==> config.mk <==
export PLATFORM = sky130hd
export DESIGN_NAME = jtag_ir_unit
export DESIGN_NICKNAME = d
export VERILOG_FILES = /design/src/rtl/jtag_ir_unit.sv
export SDC_FILE = /design/constraint.sdc
export NUM_CORES = 1
export LEC_CHECK = 0
export BUFFER_PORTS_ARGS = -buffer_cell sky130_fd_sc_hd__buf_2
export CAP_MARGIN = 10
export CORE_MARGIN = 2
export CORE_UTILIZATION = 51
export CTS_BUF_LIST = sky130_fd_sc_hd__clkbuf_8
export CTS_CLUSTER_DIAMETER = 150
export CTS_CLUSTER_SIZE = 30
export DETAILED_ROUTE_END_ITERATION = 6
export GPL_TIMING_DRIVEN = 0
export PLACE_DENSITY = 0.8
export SLEW_MARGIN = 20
export SYNTH_ARGS = -nofsm -noshare
export SYNTH_HDL_FRONTEND = slang
export SYNTH_SLANG_ARGS = --single-unit
==> constraint.sdc <==
create_clock -name TCK -period 1.2 [get_ports TCK]
set_input_delay 0.24 -clock TCK [delete_from_list [all_inputs] [get_ports TCK]]
set_output_delay 0.24 -clock TCK [all_outputs]
set_load 0.05 [all_outputs]
==> src/rtl/jtag_ir_unit.sv <==
// JTAG instruction register: capture/shift/update stages plus registered one-hot opcode decode.
// Latency: LATCH_IR and the select outputs update on the same TCK edge as UPDATE_IR; TDO_IR is combinational.
// Backpressure: none; the TAP strobes are obeyed every cycle (RESET/TLR > UPDATE_IR > CAPTURE_IR > SHIFT_IR).
module jtag_ir_unit #(
   parameter int                              IR_WIDTH     = 4,
   parameter int                              NUM_INSTR    = 8,
   parameter logic [NUM_INSTR*IR_WIDTH-1:0]   OPCODES      = 32'h98754321,
   parameter logic [IR_WIDTH-1:0]             RESET_OPCODE = 4'h7
) (
   input  logic                                        TCK,
   input  logic                                        RESET,
   input  logic                                        TLR,
   input  logic                                        CAPTURE_IR,
   input  logic                                        SHIFT_IR,
   input  logic                                        UPDATE_IR,
   input  logic                                        TDI,
   // For IR_WIDTH == 2 there are no status bits; the single port bit is then ignored.
   input  logic [(IR_WIDTH > 2 ? IR_WIDTH-3 : 0):0]    STATUS,
   output logic                                        TDO_IR,
   output logic                                        TDO_EN,
   output logic [IR_WIDTH-1:0]                         LATCH_IR,
   output logic [NUM_INSTR-1:0]                        INSTR_SELECT,
   output logic                                        BYPASS_SELECT
);

   logic [IR_WIDTH-1:0]  sr_q;
   logic [IR_WIDTH-1:0]  cap_val;
   logic [NUM_INSTR:0]   dec_sr;
   logic [NUM_INSTR:0]   dec_rst;

   // Returns {bypass, one-hot select}. The lowest matching table index wins, so duplicate
   // entries never raise two bits. Bypass is simply "no table hit": an all-ones value that
   // is not in the table misses and bypasses, while an all-ones table entry wins over bypass.
   function automatic logic [NUM_INSTR:0] decode(input logic [IR_WIDTH-1:0] val);
      logic [NUM_INSTR-1:0] sel;
      logic                 hit;
      sel = '0;
      hit = 1'b0;
      for (int i = 0; i < NUM_INSTR; i++) begin
         if (!hit && (val == OPCODES[i*IR_WIDTH +: IR_WIDTH])) begin
            sel[i] = 1'b1;
            hit    = 1'b1;
         end
      end
      return {~hit, sel};
   endfunction

   // Capture value: design status in the upper bits, fixed 2'b01 in the two LSBs.
   generate
      if (IR_WIDTH > 2) begin : g_cap_status
         assign cap_val = {STATUS, 2'b01};
      end else begin : g_cap_fixed
         assign cap_val = 2'b01;
      end
   endgenerate

   assign dec_sr  = decode(sr_q);
   assign dec_rst = decode(RESET_OPCODE);
   assign TDO_IR  = sr_q[0];

   // IR pipeline: one strobe acts per edge, highest priority first; no strobe holds everything.
   always_ff @(posedge TCK) begin
      if (RESET || TLR) begin
         sr_q          <= {{(IR_WIDTH-2){1'b0}}, 2'b01};
         LATCH_IR      <= RESET_OPCODE;
         INSTR_SELECT  <= dec_rst[NUM_INSTR-1:0];
         BYPASS_SELECT <= dec_rst[NUM_INSTR];
         TDO_EN        <= 1'b0;
      end else begin
         TDO_EN <= SHIFT_IR;
         if (UPDATE_IR) begin
            LATCH_IR      <= sr_q;
            INSTR_SELECT  <= dec_sr[NUM_INSTR-1:0];
            BYPASS_SELECT <= dec_sr[NUM_INSTR];
         end else if (CAPTURE_IR) begin
            sr_q <= cap_val;
         end else if (SHIFT_IR) begin
            sr_q <= {TDI, sr_q[IR_WIDTH-1:1]};
         end
      end
   end

endmodule

==> summary.txt <==
CTS
  • Root Driver: clkbuf_8
  • TritonCTS Sinks: 18
  • H-tree levels: 1
  • Clk Latency, worst-skew pair: 250 ps
  • Max clock buf depth: 2
  • Inserted Clock Buffers: 3
  • CTS tree: yes
  • Reg clk slew, reported paths: 70 ps

Setup path
  • Worst setup EP type: primary output
  • WP data required: 960 ps
  • Critical path launch point type: register
  • Flop2flop setup slack: 180 ps
  • Reg2Reg Capture Point: BYPASS_SELECT
  • CP bufs+invs: 1
  • Worst path slowest cell: dfxtp_2
  • Worst Setup EP: TDO_IR
  • CP Depth: 1
  • Max incr delay on CP: 410 ps
  • CP delay by family, top: flip-flops
  • Reg-to-reg startpoint: sr_q[2]
  • Setup crit start: sr_q[0]
  • Crit-path cells: clkbuf_4
  • Crit Path Max Fanout: 8
  • Crit Path Category: reg -> out
  • WP data arrival: 920 ps
  • Reg2reg path depth: 4

Floorplanning
  • Core Footprint: 1350 sq um
  • DIE WIDTH: 42.66 um
  • Initial core utilization: 56.44%
  • Chip height: 42.66 um
  • Row Count: 13
  • Boundary Pins: 24
  • DIE AREA: 1819 sq um

Timing
  • Hold Vio Cnt, Final: 0
  • Final slew viol count: 0
  • Final setup violation count: 0
  • Post-route minimum period: 1160 ps
  • Slew HR: 72.01%
  • Max frequency: 862.4 MHz
  • Final Cycle Share: between 90% and 100%
  • RSZ-0062 raised after global routing: no
  • Setup TNS: 0 ps
  • Slew @ Worst Pin: around 420 ps
  • Clk_skew: 6.152 ps

Global route
  • Vias in the first global route: 542
  • Total GRT Usage: 18.11%
  • Initial antenna violation count: 0
  • Pin count of the biggest net entering global routing: 11
  • First-pass GRT wire length: 2484 um
  • Grt ovf: 0

Detailed routing
  • Vias: roughly 670
  • Routed wire per std cell: between 10 and 15 um
  • Post-route DRC: 0
  • Initial DRC Count: 16
  • Number of iterations in the first detailed-routing pass: 4
  • Antenna-violating nets left: 0
  • Vias per cell: 5.467
  • Final WL: 1525 um

Synth
  • Top-count cell post-synth: dfxtp_1
  • Cells after Synth: slightly above 80
  • Avg Cell Area, Syn: 9.292 sq um
  • Most used DFF post-synth: dfxtp_1
  • Commonest cells post-synth: 18 x dfxtp_1, 10 x nand2_1, 10 x nor2_1, 7 x a21oi_1, 5 x mux2i_1
  • Yosys warning count: 0
  • Synthesized area: ~760 sq um
  • Ranking of synthesized cells by area: dfxtp_1 47%, mux2i_1 6.6%, nand2_1 4.9%
  • Mapped Nets: 91
  • Async SR Flop Fraction: 0%
  • Post-synthesis cell type count: 27
  • EDFF count, synth: 0
  • Cell taking the most area after synthesis: dfxtp_1
  • Sequential share of the synthesized area: 47.29%
  • Top cell type's share of synthesized area: 47.29%
  • Register bit count reported by yosys: 18

Power
  • Leak: roughly 0.4 nW
  • Pwr Density: 1260 nW/um^2
  • Total power: between 1 and 1.5 mW
  • Peak VDD IR: 0.7590 mV

Cells and area
  • Filler instances: 122
  • Post-route cell area: 935.9 sq um
  • Layout cells sized above 1: roughly a third
  • NumNets Final: roughly 120
  • Ant diodes: 0
  • Final Core Density: between 60% and 70%
  • Area grow syn2layout: 22.82%

Worst hold path
  • Tightest Hold Check Type: in -> reg

Placed design
  • PortBufs: 22
  • HPWL Detailed: 1097 um
  • Final Wtd Congestion: 0.7612
  • Dpl cell area: 892.1 sq um

Status
  • Status: finished, final reports clean

Job
  • Max cap viols: 0
==> cell usage in the layout (no fill, tap or decap), types with 2 or more instances in the layout <==
cell type | Yosys | routed
buf_2 | 2 | 23
dfxtp_1 | 18 | 17
nand2_1 | 10 | 10
nor2_1 | 10 | 10
a21oi_1 | 7 | 7
mux2i_1 | 5 | 5
o21ai_0 | 4 | 4
clkbuf_8 | 0 | 3
buf_6 | 2 | 2
nand4_1 | 2 | 2
nand3_1 | 2 | 2
nand3b_1 | 2 | 2
a32oi_1 | 2 | 2
a211oi_1 | 2 | 2
==> kinds of logic after synthesis <==
family / count (synthesis) / synth area share, %
compound gates: 19 / 18.23
buf+inv: 7 / 6.403
flops: 18 / 47.29
mux: 5 / 6.568
simple gates: 33 / 21.51
==> repair_timing <==
item / CTS / global route
setup endpoints to repair: 0 / 1
setup buffers: 0 / 0
hold buffers: 0 / 0
gates resized for setup: 0 / 1
==> sequential cells by signal, summed over array words and instances, names as in the netlist <==
register,count
sr_q,4
LATCH_IR,4
TDO_EN,1
BYPASS_SELECT,1
INSTR_SELECT,8
==> worst min path at each step <==
| stage | startpoint | cells after the start | endpoint | slack, ps |
|---|---|---|---|---|
| 2_1_floorplan | SHIFT_IR | 1 | TDO_EN | 360 |
| 3_3_place_gp | INSTR_SELECT[2] | 2 | INSTR_SELECT[2] | 450 |
| 3_5_place_dp | INSTR_SELECT[0] | 2 | INSTR_SELECT[0] | 450 |
| 4_1_cts | RESET | 3 | LATCH_IR[1] | 260 |
| 5_1_grt | RESET | 3 | LATCH_IR[1] | 280 |
| 6_report | RESET | 3 | LATCH_IR[1] | 270 |
==> layout make-up <==
type                       instances  area [sq um]  share of cell area [%]
inverter                           1         3.754                  0.4011
timing repair buffer              22         112.6                   12.03
clock buffer                       3         41.29                   4.412
sequential                        18         361.6                   38.64
buffer                             6         45.04                   4.813
multi-input combinational         57         352.8                   37.70
tap                               15         18.77                   2.005
==> per-stage QoR <==
step | setup slack (ps) | instances | hold WS, ps
2_1_floorplan | 180.1 | 82 | 361.7
3_3_place_gp | 167.1 | 119 | 446.0
3_5_place_dp | 148.1 | 119 | 452.1
4_1_cts | 12.55 | 122 | 262.4
5_1_grt | 5.044 | 122 | 280.1
6_report | 40.44 | 122 | 269.5
==> tightest hold or removal path: stages <==
cell and delay (ps):
buf_2 80, nor2_1 100, nand2_1 70
==> per-layer routing <==
layer / routed length, um / vias up / GRT usage [%] / part of all wire [%]
met3: 72 / 4 / 3.830 / 4.7
met2: 700 / 20 / 26.36 / 46
li1: - / 338 / - / -
met4: 25 / 0 / 9.375 / 1.6
met5: 0 / - / 0 / 0
met1: 727 / 305 / 24.93 / 48
==> power by group <==
part	leakage, nW	internal [mW]	total [mW]	switching [mW]
logic	0.233	0.0540	0.154	0.100
clock network	0.0216	0.223	0.405	0.182
registers	0.146	0.612	0.620	0.00760
Power figures use the tool's default switching activity.
